==> src/rtl/microcode_sequencer_pkg.sv <==
// Shared microcode definitions: address defaults, control-word field layout,
// branch-type and condition encodings, sequencer state encoding.
package pa_microcode;

    localparam int unsigned U_ADDR_W_DEF = 14;
    localparam int unsigned OPC_W        = 8;
    localparam int unsigned STEP_W       = 6;
    localparam int unsigned OFF_W        = 7;
    localparam int unsigned FLAG_W       = 4;
    localparam int unsigned CW_W         = 112;
    localparam int unsigned CW_FIELDS_W  = 17;

    localparam logic [13:0] FETCH_ADDR_DEF = 14'h0000;
    localparam logic [13:0] IRQ_ADDR_DEF   = 14'h3FC0;

    // Flag bit positions inside {OF,SF,CF,ZF}
    localparam int unsigned FLAG_ZF = 0;
    localparam int unsigned FLAG_CF = 1;
    localparam int unsigned FLAG_SF = 2;
    localparam int unsigned FLAG_OF = 3;

    typedef enum logic [1:0] {
        TYP_SEQ      = 2'b00,
        TYP_BRANCH   = 2'b01,
        TYP_DISPATCH = 2'b10,
        TYP_FETCH    = 2'b11
    } typ_e;

    // Codes 8..15 are reserved and evaluate false
    typedef enum logic [3:0] {
        COND_ZF     = 4'd0,
        COND_CF     = 4'd1,
        COND_SF     = 4'd2,
        COND_OF     = 4'd3,
        COND_LT     = 4'd4,
        COND_LE     = 4'd5,
        COND_ULE    = 4'd6,
        COND_ALWAYS = 4'd7
    } cond_sel_e;

    typedef enum logic [1:0] {
        ST_RESET = 2'd0,
        ST_RUN   = 2'd1,
        ST_WAIT  = 2'd2,
        ST_HALT  = 2'd3
    } state_e;

    // Sequencer fields occupy the low 17 bits; the rest belongs to the datapath
    typedef struct packed {
        logic [CW_W-CW_FIELDS_W-1:0] rsvd;
        logic                        ir_wrt;
        logic                        escape;
        logic [3:0]                  cond_sel;
        logic                        cond_flag_src;
        logic                        cond_invert;
        logic [OFF_W-1:0]            offset;
        typ_e                        typ;
    } ucw_t;

endpackage

==> src/rtl/microcode_sequencer_if.sv <==
// Bus between the micro-ROM / datapath side and the microcode sequencer.
interface microcode_sequencer_if
    import pa_microcode::*;
#(
    parameter int unsigned U_ADDR_W = U_ADDR_W_DEF
) ();

    logic [CW_W-1:0]     control_word;
    logic [OPC_W-1:0]    data_bus;
    logic [FLAG_W-1:0]   status_flags;
    logic [FLAG_W-1:0]   u_flags;
    logic                mem_wait;
    logic                irq_pending;
    logic                halt_req;
    logic [U_ADDR_W-1:0] u_addr;
    logic [OPC_W-1:0]    ir;
    logic                halted;
    logic                cw_valid;

    modport master (
        output control_word, data_bus, status_flags, u_flags,
               mem_wait, irq_pending, halt_req,
        input  u_addr, ir, halted, cw_valid
    );

    modport slave (
        input  control_word, data_bus, status_flags, u_flags,
               mem_wait, irq_pending, halt_req,
        output u_addr, ir, halted, cw_valid
    );

endinterface

==> src/rtl/useq_cond_eval.sv <==
// Branch condition evaluator: selects flag source, decodes cond_sel, applies invert.
module useq_cond_eval
    import pa_microcode::*;
(
    input  logic [FLAG_W-1:0] i_status_flags,
    input  logic [FLAG_W-1:0] i_u_flags,
    input  logic [3:0]        i_cond_sel,
    input  logic              i_cond_invert,
    input  logic              i_cond_flag_src,
    output logic              o_cond_true_c
);

    logic [FLAG_W-1:0] w_flags;
    logic              w_lt;
    logic              w_raw;

    // Pick flag vector, then decode the selected predicate
    always_comb begin
        w_flags = i_cond_flag_src ? i_u_flags : i_status_flags;
        w_lt    = w_flags[FLAG_SF] ^ w_flags[FLAG_OF];
        w_raw   = 1'b0;
        case (i_cond_sel)
            COND_ZF:     w_raw = w_flags[FLAG_ZF];
            COND_CF:     w_raw = w_flags[FLAG_CF];
            COND_SF:     w_raw = w_flags[FLAG_SF];
            COND_OF:     w_raw = w_flags[FLAG_OF];
            COND_LT:     w_raw = w_lt;
            COND_LE:     w_raw = w_lt | w_flags[FLAG_ZF];
            COND_ULE:    w_raw = w_flags[FLAG_CF] | w_flags[FLAG_ZF];
            COND_ALWAYS: w_raw = 1'b1;
            default:     w_raw = 1'b0;
        endcase
    end

    assign o_cond_true_c = w_raw ^ i_cond_invert;

endmodule

==> src/rtl/microcode_sequencer.sv <==
// Microcode sequencer: computes the next micro-address (seq/branch/dispatch/fetch),
// owns the instruction register, and stalls on memory wait or halts at a fetch
// boundary. Optional build macro MICROCODE_SEQUENCER_IRQ_EN enables interrupt
// entry at fetch boundaries and interrupt wake-up from HALT.
module microcode_sequencer
    import pa_microcode::*;
#(
    parameter int unsigned         U_ADDR_W   = U_ADDR_W_DEF,
    parameter logic [U_ADDR_W-1:0] FETCH_ADDR = U_ADDR_W'(FETCH_ADDR_DEF),
    parameter logic [U_ADDR_W-1:0] IRQ_ADDR   = U_ADDR_W'(IRQ_ADDR_DEF)
) (
    input  logic                   clk,
    input  logic                   arst_n,
    microcode_sequencer_if.slave   bus
);

    state_e              r_state;
    state_e              w_state_nxt;
    logic [U_ADDR_W-1:0] r_u_addr;
    logic [U_ADDR_W-1:0] w_u_addr_nxt;
    logic [OPC_W-1:0]    r_ir;
    logic [OPC_W-1:0]    w_ir_nxt;
    logic                r_halted;
    logic                r_halt_pend;
    logic                w_halt_pend;
    logic                w_halt_pend_nxt;

    ucw_t                w_cw;
    logic                w_cond_true_c;
    logic [U_ADDR_W-1:0] w_off_ext;
    logic [U_ADDR_W-1:0] w_addr_inc;
    logic [U_ADDR_W-1:0] w_addr_br;
    logic [U_ADDR_W-1:0] w_addr_disp;
    logic                w_unused_cw;

    assign w_cw        = ucw_t'(bus.control_word);
    assign w_unused_cw = |w_cw.rsvd;

    // Address candidates; all arithmetic wraps modulo 2^U_ADDR_W
    assign w_off_ext   = {{(U_ADDR_W-OFF_W){w_cw.offset[OFF_W-1]}}, w_cw.offset};
    assign w_addr_inc  = r_u_addr + U_ADDR_W'(1);
    assign w_addr_br   = r_u_addr + w_off_ext;
    assign w_addr_disp = (w_cw.escape && w_cw.ir_wrt)
                       ? U_ADDR_W'({bus.data_bus, STEP_W'(0)})
                       : U_ADDR_W'({r_ir, STEP_W'(0)});

    // A halt request seen this cycle counts at a fetch in the same cycle
    assign w_halt_pend = r_halt_pend | bus.halt_req;

    useq_cond_eval u_cond_eval (
        .i_status_flags  (bus.status_flags),
        .i_u_flags       (bus.u_flags),
        .i_cond_sel      (w_cw.cond_sel),
        .i_cond_invert   (w_cw.cond_invert),
        .i_cond_flag_src (w_cw.cond_flag_src),
        .o_cond_true_c   (w_cond_true_c)
    );

`ifndef MICROCODE_SEQUENCER_IRQ_EN
    logic w_unused_irq;
    assign w_unused_irq = bus.irq_pending | (|IRQ_ADDR);
`endif

    // State, micro-address, IR, halt flag and halt latch registers
    always_ff @(posedge clk or negedge arst_n) begin
        if (!arst_n) begin
            r_state     <= ST_RESET;
            r_u_addr    <= FETCH_ADDR;
            r_ir        <= '0;
            r_halted    <= 1'b0;
            r_halt_pend <= 1'b0;
        end else begin
            r_state     <= w_state_nxt;
            r_u_addr    <= w_u_addr_nxt;
            r_ir        <= w_ir_nxt;
            r_halted    <= (w_state_nxt == ST_HALT);
            r_halt_pend <= w_halt_pend_nxt;
        end
    end

    // Next state / next address; a microinstruction executes only in RUN without wait
    always_comb begin
        w_state_nxt     = r_state;
        w_u_addr_nxt    = r_u_addr;
        w_ir_nxt        = r_ir;
        w_halt_pend_nxt = w_halt_pend;
        case (r_state)
            ST_RESET: begin
                w_state_nxt  = ST_RUN;
                w_u_addr_nxt = FETCH_ADDR;
            end
            ST_RUN: begin
                if (bus.mem_wait) begin
                    w_state_nxt = ST_WAIT;
                end else begin
                    if (w_cw.ir_wrt) begin
                        w_ir_nxt = bus.data_bus;
                    end
                    case (w_cw.typ)
                        TYP_SEQ:      w_u_addr_nxt = w_addr_inc;
                        TYP_BRANCH:   w_u_addr_nxt = w_cond_true_c ? w_addr_br : w_addr_inc;
                        TYP_DISPATCH: w_u_addr_nxt = w_addr_disp;
                        TYP_FETCH: begin
`ifdef MICROCODE_SEQUENCER_IRQ_EN
                            if (bus.irq_pending) begin
                                w_u_addr_nxt = IRQ_ADDR;
                            end else begin
                                w_u_addr_nxt = FETCH_ADDR;
                                if (w_halt_pend) begin
                                    w_state_nxt = ST_HALT;
                                end
                            end
`else
                            w_u_addr_nxt = FETCH_ADDR;
                            if (w_halt_pend) begin
                                w_state_nxt = ST_HALT;
                            end
`endif
                        end
                        default:      w_u_addr_nxt = w_addr_inc;
                    endcase
                end
            end
            // Held word is re-presented in RUN so it executes exactly once
            ST_WAIT: begin
                if (!bus.mem_wait) begin
                    w_state_nxt = ST_RUN;
                end
            end
            ST_HALT: begin
`ifdef MICROCODE_SEQUENCER_IRQ_EN
                if (bus.irq_pending) begin
                    w_state_nxt     = ST_RUN;
                    w_u_addr_nxt    = IRQ_ADDR;
                    w_halt_pend_nxt = 1'b0;
                end
`endif
            end
            default: begin
                w_state_nxt  = ST_RESET;
                w_u_addr_nxt = FETCH_ADDR;
            end
        endcase
    end

    assign bus.u_addr = r_u_addr;
    assign bus.ir     = r_ir;
    assign bus.halted = r_halted;
    // Combinational so write strobes are suppressed in the same cycle mem_wait rises
    assign bus.cw_valid = (r_state == ST_RUN) && !bus.mem_wait;

endmodule
==> src/flat_wrapper.sv <==
// flat-port wrapper written by rule: the top's interface ports become plain ports
module microcode_sequencer_flat import pa_microcode::*;
#(
    parameter int unsigned         U_ADDR_W   = U_ADDR_W_DEF,
    parameter logic [U_ADDR_W-1:0] FETCH_ADDR = U_ADDR_W'(FETCH_ADDR_DEF),
    parameter logic [U_ADDR_W-1:0] IRQ_ADDR   = U_ADDR_W'(IRQ_ADDR_DEF)
)
  (clk, arst_n, bus_control_word, bus_data_bus, bus_status_flags, bus_u_flags, bus_mem_wait, bus_irq_pending, bus_halt_req, bus_u_addr, bus_ir, bus_halted, bus_cw_valid);
  microcode_sequencer_if #(.U_ADDR_W(U_ADDR_W)) bus_i ();
  input  logic clk;
  input  logic arst_n;
  input wire logic [$bits(bus_i.control_word)-1:0] bus_control_word;
  input wire logic [$bits(bus_i.data_bus)-1:0] bus_data_bus;
  input wire logic [$bits(bus_i.status_flags)-1:0] bus_status_flags;
  input wire logic [$bits(bus_i.u_flags)-1:0] bus_u_flags;
  input wire logic [$bits(bus_i.mem_wait)-1:0] bus_mem_wait;
  input wire logic [$bits(bus_i.irq_pending)-1:0] bus_irq_pending;
  input wire logic [$bits(bus_i.halt_req)-1:0] bus_halt_req;
  output wire logic [$bits(bus_i.u_addr)-1:0] bus_u_addr;
  output wire logic [$bits(bus_i.ir)-1:0] bus_ir;
  output wire logic [$bits(bus_i.halted)-1:0] bus_halted;
  output wire logic [$bits(bus_i.cw_valid)-1:0] bus_cw_valid;
  assign bus_i.control_word = bus_control_word;
  assign bus_i.data_bus = bus_data_bus;
  assign bus_i.status_flags = bus_status_flags;
  assign bus_i.u_flags = bus_u_flags;
  assign bus_i.mem_wait = bus_mem_wait;
  assign bus_i.irq_pending = bus_irq_pending;
  assign bus_i.halt_req = bus_halt_req;
  assign bus_u_addr = bus_i.u_addr;
  assign bus_ir = bus_i.ir;
  assign bus_halted = bus_i.halted;
  assign bus_cw_valid = bus_i.cw_valid;
  microcode_sequencer #(.U_ADDR_W(U_ADDR_W), .FETCH_ADDR(FETCH_ADDR), .IRQ_ADDR(IRQ_ADDR)) u_core (.clk(clk), .arst_n(arst_n), .bus(bus_i));
endmodule
==> config.mk <==
export PLATFORM = sky130hd
export DESIGN_NAME = microcode_sequencer_flat
export DESIGN_NICKNAME = d
export VERILOG_FILES = /design/src/rtl/microcode_sequencer_pkg.sv /design/src/rtl/microcode_sequencer_if.sv /design/src/rtl/useq_cond_eval.sv /design/src/rtl/microcode_sequencer.sv /design/src/flat_wrapper.sv
export SDC_FILE = /design/constraint.sdc
export NUM_CORES = 1
export LEC_CHECK = 0
export ABC_AREA = 1
export BUFFER_PORTS_ARGS = -buffer_cell sky130_fd_sc_hd__buf_2
export CAP_MARGIN = 25
export CORE_MARGIN = 3
export CORE_UTILIZATION = 45
export DETAILED_ROUTE_END_ITERATION = 7
export MAX_ROUTING_LAYER = met4
export PLACE_DENSITY = 0.91
export SLEW_MARGIN = 15
export SYNTH_ARGS = -nofsm -noshare
export SYNTH_HDL_FRONTEND = slang
export SYNTH_SLANG_ARGS = --single-unit
==> constraint.sdc <==
create_clock -name clk -period 4.6 [get_ports clk]
set_input_delay 0.92 -clock clk [delete_from_list [all_inputs] [get_ports clk]]
set_output_delay 0.92 -clock clk [all_outputs]
set_load 0.01 [all_outputs]
* Word-level counts from Yosys, hierarchy flattened
Index checks and enable logic that the tools add are counted.
Widths: inputs -> output; s select.
** Storage, ports and cells
- Register bits :: 26
- Input port bits :: 133
- Output and inout port bits :: 24
- Word-level logic and storage cells :: 48
** Cells by class
- $add $sub $neg :: 2
- Equality and inequality tests :: 14
- Mux-type cells :: 12
- Bitwise gates (word level) :: 6
- Reductions and logical operators :: 9
** Operator list (number)
- $pmux 14 s4 :: 1
- $mux 14 :: 3
- $pmux 14 s2 :: 1
- $eq 4x3->1 const B :: 4
- $add 14x1->14 const B :: 1
- $add 14x14->14 :: 1
- $eq 2x2->1 const B :: 4
- $eq 4x2->1 const B :: 2
- $mux 2 :: 4
- $pmux 1 s8 :: 1
- $pmux 2 s3 :: 1
- $eq 2x1->1 const B :: 2
- $eq 4x1->1 const B :: 1
- $logic_not 2->1 :: 2
- $logic_not 4->1 :: 1
- $mux 4 :: 1
- $or 1x1->1 :: 3
- $reduce_and 3->1 :: 1
- $logic_and 1x1->1 :: 2
- $ne 2x2->1 const B :: 1
- $reduce_and 2->1 :: 1
- $reduce_bool 2->1 :: 1
- $xor 1x1->1 :: 2
- $logic_not 1->1 :: 1
- $not 1->1 :: 1

* Depth between registers and ports, before layout
Gate-level depths: netlist of run 1.
- Word-level depth :: 9
- Mapped depth :: 15
- Depth with buffers taken out :: 14

* By module
Synthesis of run 1 repeated with hierarchy kept, for this count alone.
** Second synthesis, totals
- Cells, all modules :: 466
- Area total of the unflattened synthesis :: 2742.6 µm²
** By module, submodules not included
- microcode_sequencer :: instances 1, cells each 413, area each 2516.2 µm², sequential area each 650.6 µm²
- useq_cond_eval :: instances 1, cells each 53, area each 226.5 µm², sequential area each 0.0 µm²

* Worst setup path before layout of run 1
Ideal clock, no wire load.
- Kind :: in2reg
- From :: input port bus_control_word[2]
- To :: register u_core.r_u_addr[12] (netlist: u_core.bus.u_addr[12])
- Library setup time :: 116 ps
- Arrival time :: 2433 ps
- Required time :: 4484 ps
- Path slack :: 2051 ps
- Cell stages on the path :: 13
- Path buffers :: 0
- Cells stage by stage :: ha_1 inv_1 fa_1 o21ai_0 nand3_1 nand3_1 nand2_1 nand2_1 nand3_2 nand3_1 nand2_1 nand2_1 nand2_1
** On the way
- Longest elaborated chain between the ends :: 5
** RTL lines
- start, declared :: line flat_wrapper.sv:12 : input wire logic [$bits(bus_i.control_word)-1:0] bus_control_word;
- $add 14x14->14 :: line microcode_sequencer.sv:42 : assign w_addr_br = r_u_addr + w_off_ext;
- $mux 14 :: line microcode_sequencer.sv:101 : TYP_BRANCH: w_u_addr_nxt = w_cond_true_c ? w_addr_br : w_addr_inc;
- $pmux 14 s4 :: line microcode_sequencer.sv:99 : case (w_cw.typ)
- $mux 14 :: line microcode_sequencer.sv:93 : if (bus.mem_wait) begin
- $pmux 14 s2 :: line microcode_sequencer.sv:87 : case (r_state)
- end signal, assigned :: line microcode_sequencer.sv:74 : r_u_addr <= w_u_addr_nxt;
- end, declared :: line microcode_sequencer.sv:19 : logic [U_ADDR_W-1:0] r_u_addr;
Every way passes these cells. The select of a mux whose other input is x is not followed.
A chain may end at the register's enable or synchronous reset.

* Worst setup path in the final report of run 1
- From :: input port bus_mem_wait
- To :: output port bus_cw_valid
** On the way
- Longest elaborated chain between the ends :: 2
** RTL lines
- start, declared :: line flat_wrapper.sv:16 : input wire logic [$bits(bus_i.mem_wait)-1:0] bus_mem_wait;
- $logic_not 1->1
- $logic_and 1x1->1 :: line microcode_sequencer.sv:150 : assign bus.cw_valid = (r_state == ST_RUN) && !bus.mem_wait;
- end, declared :: line flat_wrapper.sv:22 : output wire logic [$bits(bus_i.cw_valid)-1:0] bus_cw_valid;
Every way passes these cells.

==> flow_summary.json, run 1 <==
{
  "grt_overflow_total": 0,
  "hp-class": "reg -> reg",
  "grt_pass1_vias": 2837,
  "netSwitchingPower_mw": 0.161,
  "reg2reg_depth": 13,
  "power_density_nw_per_um2": 158,
  "cp.required_ps": 3680,
  "final_common_cell": "nand2_1",
  "finalHoldViolCount": 0,
  "htree_levels": 1,
  "peakVddDrop_mv": 0.192,
  "crit_fanout": 14,
  "period_share_pct": 61.1,
  "cts-resized-gates": 0,
  "drt-initial-drc-count": 148,
  "critPathKind": "in -> out",
  "syn_area_um2": 2900,
  "swShare_pct": 31.3,
  "p_seq_share_pct": 44.5,
  "yosys_warnings": 0,
  "tightest_slew_ps": 942,
  "worstSetupEndpointType": "output pin",
  "clkPwrFrac_pct": 29.6,
  "muxShareOfSynthArea_pct": 0,
  "r2r_start": "u_core.bus.u_addr[0]",
  "drcViolationCount": 0,
  "ys_seq_area_share_pct": 22.5,
  "rows": 28,
  "die_area_um2": 7430,
  "syn_nets": 614,
  "cellLeakagePower_nw": 1.92,
  "endpoint": "bus_cw_valid",
  "reg2reg_to": "u_core.bus.u_addr[12]",
  "cts.sinks": 26,
  "final_cells": 595,
  "clockBufferDepth": 2,
  "p_int_mw": 0.353,
  "final_layout_size_suffix_gt1_share_pct": 17.3,
  "synth-compound-area-share_pct": 8.08,
  "cts-hold-fix-buffers": 0,
  "synth_top_family_by_area": "simple AND/OR/NAND/NOR gates",
  "grt_pass1_wl_um": 12800,
  "finalSetupViolCount": 0,
  "synthXorXnorAreaFrac_pct": 5.14,
  "synth_cell_types": 30,
  "cap_violations": 0,
  "start_util_pct": 47.8,
  "synth_cells": 466,
  "yosys.area_share.adder_pct": 6.74,
  "cts_made_buffers": 3,
  "slew_headroom_pct": 37.0,
  "antenna_left": 0,
  "drv_slew": 0,
  "skew_ps": 7.36,
  "p_total_mw": 0.514,
  "clk_latency_ps": 280,
  "grt.total_usage_pct": 21.5,
  "wl_per_cell_um": 12.5,
  "synth-simple-area-share_pct": 46.5,
  "crit_path_start": "bus_mem_wait",
  "ff2ff_setup_slack_ps": 2140,
  "synth-seq-cells": 26,
  "io_pins": 157,
  "syn_avg_cell_area_um2": 6.21,
  "hpwlAfterDp_um": 5920,
  "placed_cells": 591,
  "via_count": 3033,
  "layout_common_cells": "nand2_1 (172), inv_1 (61), buf_2 (60)",
  "status": "finished, final reports clean",
  "die_h_um": 86.2,
  "firstDrtPassIters": 4,
  "cts_tree": "built",
  "coreArea_um2": 6060,
  "viasPerCell": 5.10,
  "grt_max_degree": 27,
  "fin_setup_tns_ps": 0,
  "port_buffers": 60,
  "clkTransAtPathRegs_ps": 90,
  "wl_um": 7450,
  "fin_crit_ps": 2810,
  "diodes": 0,
  "gp_congestion": 0.908,
  "nNetsFinal": 669,
  "cp.arrival_ps": 1890,
  "area_growth_pct": 12.5,
  "cts_setup_buffers": 0,
  "startpoint_type": "primary input",
  "power_frac_comb_pct": 25.9,
  "cts_root_buffer": "clkbuf_8",
  "rsz0062_at_grt": "no",
  "die_w_um": 86.2,
  "antenna_found_initial": 0,
  "fmax_mhz": 356,
  "finalHoldWorstSlack_ps": 481
}
-- how the worst min path moves through the flow --
stage                                  start  cells after the start                  to
after floorplan           u_core.r_halt_pend                      1  u_core.r_halt_pend
final                     u_core.r_halt_pend                      1  u_core.r_halt_pend
after CTS                 u_core.r_halt_pend                      1  u_core.r_halt_pend
after global routing      u_core.r_halt_pend                      1  u_core.r_halt_pend
after global placement    u_core.r_halt_pend                      1  u_core.r_halt_pend
after detailed placement  u_core.r_halt_pend                      1  u_core.r_halt_pend
-- flip-flops by register name, summed over array words and instances (netlist names) --
signal              count
u_core.bus.halted       1
u_core.bus.ir           8
u_core.bus.u_addr      14
u_core.r_halt_pend      1
u_core.r_state          2
-- per-stage QoR --
stage | setup slack [ps] | util [%] | instance area [µm²]
detailed placement | 1630 | 52.8 | 3200
finish | 1790 | 53.7 | 3260
global placement | 1660 | 52.8 | 3200
global route | 1670 | 53.7 | 3260
CTS | 1790 | 53.7 | 3260
floorplan | 2050 | - | 2900
-- synth_stat cells, drive strengths merged --
cell type | n | area (µm²)
inv | 62 | 233
xnor2 | 5 | 43.8
or2 | 3 | 18.8
buf | 6 | 72.6
o21bai | 3 | 22.5
nand4 | 8 | 62.6
o21ai | 29 | 145
and2 | 1 | 6.26
clkbuf | 4 | 15.0
ha | 14 | 175
nand3b | 3 | 35.0
dfrtp | 26 | 651
a31oi | 1 | 6.26
a21oi | 12 | 60.1
nor3 | 6 | 35.0
nand2 | 176 | 681
xor2 | 12 | 105
nor2 | 32 | 120
nand3 | 62 | 388
fa | 1 | 20.0
-- cells by family (layout without fill, tap and decap cells) --
group	after synthesis	count (layout)
and+or+nand+nor	291	291
buffers and inverters	72	126
AOI/OAI and AO/OA	45	45
DFF	26	26
xor gates and xnor gates	17	17
adders and majority gates	15	15
-- cell type report --
| cell class | count | area, µm² |
|---|---|---|
| well taps | 75 | 93.8 |
| clock buffers | 4 | 55.1 |
| repair buffers | 60 | 300 |
| fillers | 629 | 2800 |
| inverters | 62 | 233 |
| flip-flops and latches | 26 | 651 |
| multi-input cells | 368 | 1920 |
-- metal layers --
metal  up-vias  track usage (%)  part of all wire (%)
met5         -                -                     0
met3         5             1.81                   6.0
met2        90             34.3                    43
met4         0             3.40                  0.74
li1       1594                -                     -
met1      1344             30.6                    50
-- power by group through the flow --
stage	clock (mW)	sequential [mW]	combinational [mW]
floorplan	0	0.233	0.0963
global placement	0	0.233	0.128
detailed placement	0	0.233	0.132
CTS	0.157	0.228	0.133
global route	0.165	0.228	0.152
finish	0.152	0.228	0.133
-- worst max-delay path, cell delays in order --
cell     delay (ps)
buf_2            90
inv_1            80
nand3_1         160
inv_1           410
buf_2           220
Note: power is estimated with default switching activity, not from simulation.
==> inputs of run 2 (changes only) <==
==> constraint.sdc (replaced) <==
create_clock -name clk -period 2.9 [get_ports clk]
set_input_delay 0.58 -clock clk [delete_from_list [all_inputs] [get_ports clk]]
set_output_delay 0.58 -clock clk [all_outputs]
set_load 0.01 [all_outputs]
==> run 2 against run 1 <==
Effect of this change:
- setup slack lost 1300 ps
- critical path type is now reg -> reg
- first-iteration DRC count shrank 14%
- non-clock buffer count grew 4
- clock-buffer cell count is the same
- core utilization up 0.50 points
- global-route usage is 0.20 points lower
- largest power group unchanged
- clock skew is 3.3 ps lower
==> flow_summary.json, run 2 (synthesis gave the netlist of run 1 again) <==
{
  "wl_per_cell_um": 12.5,
  "power_density_nw_per_um2": 247,
  "fin_setup_tns_ps": 0,
  "coreArea_um2": 6060,
  "cap_violations": 0,
  "worstSetupEndpointType": "flop",
  "startpoint_type": "flop",
  "peakVddDrop_mv": 0.270,
  "skew_ps": 4.08,
  "finalHoldViolCount": 0,
  "cts-hold-fix-buffers": 0,
  "die_w_um": 86.2,
  "antenna_found_initial": 0,
  "die_h_um": 86.2,
  "fmax_mhz": 410,
  "antenna_left": 0,
  "crit_path_max_incr_delay_ps": 430,
  "start_util_pct": 47.8,
  "die_area_um2": 7430,
  "grt_pass1_vias": 2837,
  "gp_congestion": 0.911,
  "grt.total_usage_pct": 21.3,
  "cts_made_buffers": 3,
  "cts_root_buffer": "clkbuf_8",
  "firstDrtPassIters": 4,
  "crit_fanout": 5,
  "p_total_mw": 0.813,
  "layout_common_cells": "nand2_1 (172), inv_1 (61), buf_2 (60)",
  "grt_pass1_wl_um": 12700,
  "critPathKind": "reg -> reg",
  "cp.required_ps": 3070,
  "rows": 28,
  "grt_max_degree": 27,
  "wl_um": 7490,
  "fillers": 617,
  "htree_levels": 1,
  "area_growth_pct": 13.5,
  "final_common_cell": "nand2_1",
  "hp-class": "in -> async",
  "grt_overflow_total": 0,
  "cellLeakagePower_nw": 1.94,
  "clk_latency_ps": 270,
  "nNetsFinal": 673,
  "clkTransAtPathRegs_ps": 90,
  "drv_slew": 0,
  "via_count": 3090,
  "fin_crit_ps": 2440,
  "slew_headroom_pct": 60.4,
  "clockBufferDepth": 2,
  "reg2reg_depth": 13,
  "cp_slowest_cell": "dfrtp_1",
  "cts_tree": "built",
  "drt-initial-drc-count": 128,
  "cp.arrival_ps": 2610,
  "drcViolationCount": 0,
  "viasPerCell": 5.16,
  "io_pins": 157,
  "cts_setup_buffers": 0,
  "diodes": 0,
  "finalHoldWorstSlack_ps": 299,
  "worstPathCellList": "ha_1 > inv_1 > fa_1 > o21ai_0 > nand3_1 > nand3_1 > nand2_1 > nand2_1 > nand3_2 > nand3_1 > nand2_1 > nand2_1 > nand2_1",
  "rsz0062_at_grt": "no",
  "tightest_slew_ps": 595,
  "finalSetupViolCount": 0,
  "port_buffers": 60,
  "period_share_pct": 84.1,
  "largest_register_ffs": 14,
  "cts-resized-gates": 0,
  "status": "finished, final reports clean",
  "cts.sinks": 26,
  "hpwlAfterDp_um": 6040,
  "cpMostUsedCell": "nand2_1",
  "final_layout_size_suffix_gt1_share_pct": 17.9
}
## run 2: cell types whose count changed in the layout (fill, tap and decap cells not counted)
cell	previous run	this run
buf_4	0	4
## run 2: per-layer routing
layer	GRT usage, %	up-vias	wire length, µm
met3	2.09	9	471
met1	30.0	1376	3600
met2	33.6	105	3370
met5	-	-	0
met4	4.25	0	58
li1	-	1600	-
## run 2: where the power goes
| part | internal [mW] | switching, mW |
|---|---|---|
| combinational | 0.0770 | 0.135 |
| sequential | 0.362 | 0.00000000000000000784 |
| clock | 0.122 | 0.118 |
## run 2: per-stage QoR
| step | cell area (µm²) | setup slack, ps | std cells | util [%] |
|---|---|---|---|---|
| after floorplan | 2900 | 691 | 466 | - |
| after global placement | 3230 | 308 | 595 | 53.3 |
| after detailed placement | 3230 | 256 | 595 | 53.3 |
| after CTS | 3290 | 463 | 599 | 54.2 |
| after global routing | 3290 | 253 | 599 | 54.2 |
| final | 3290 | 463 | 599 | 54.2 |
## run 2: critical path, delay by kind of cell (launching register included)
kind,cells,cell delay [ps]
AO/OA/AOI/OAI,1,400
buffers and inverters,1,90
flip-flops,1,430
adder cells (fa/ha/maj),2,700
AND/OR/NAND/NOR,9,710
## run 2: final timing paths
kind                       slack, ps                 start               endpoint
setup / recovery                 460  u_core.bus.u_addr[0]  u_core.bus.u_addr[12]
hold / removal                   300                arst_n       u_core.bus.ir[0]
setup reg to reg                 460  u_core.bus.u_addr[0]  u_core.bus.u_addr[12]
hold reg to reg                  480    u_core.r_halt_pend     u_core.r_halt_pend
max in group asynchronous       2210                arst_n  u_core.bus.u_addr[13]
min in group clk                 480    u_core.r_halt_pend     u_core.r_halt_pend
## run 2: layout make-up
type	count	area (µm²)	area share, %
tap	75	93.8	2.85
multi-input combinational	368	1920	58.5
inverter	62	233	7.08
timing repair buffer	64	330	10.0
clock buffer	4	55.1	1.67
sequential	26	651	19.8
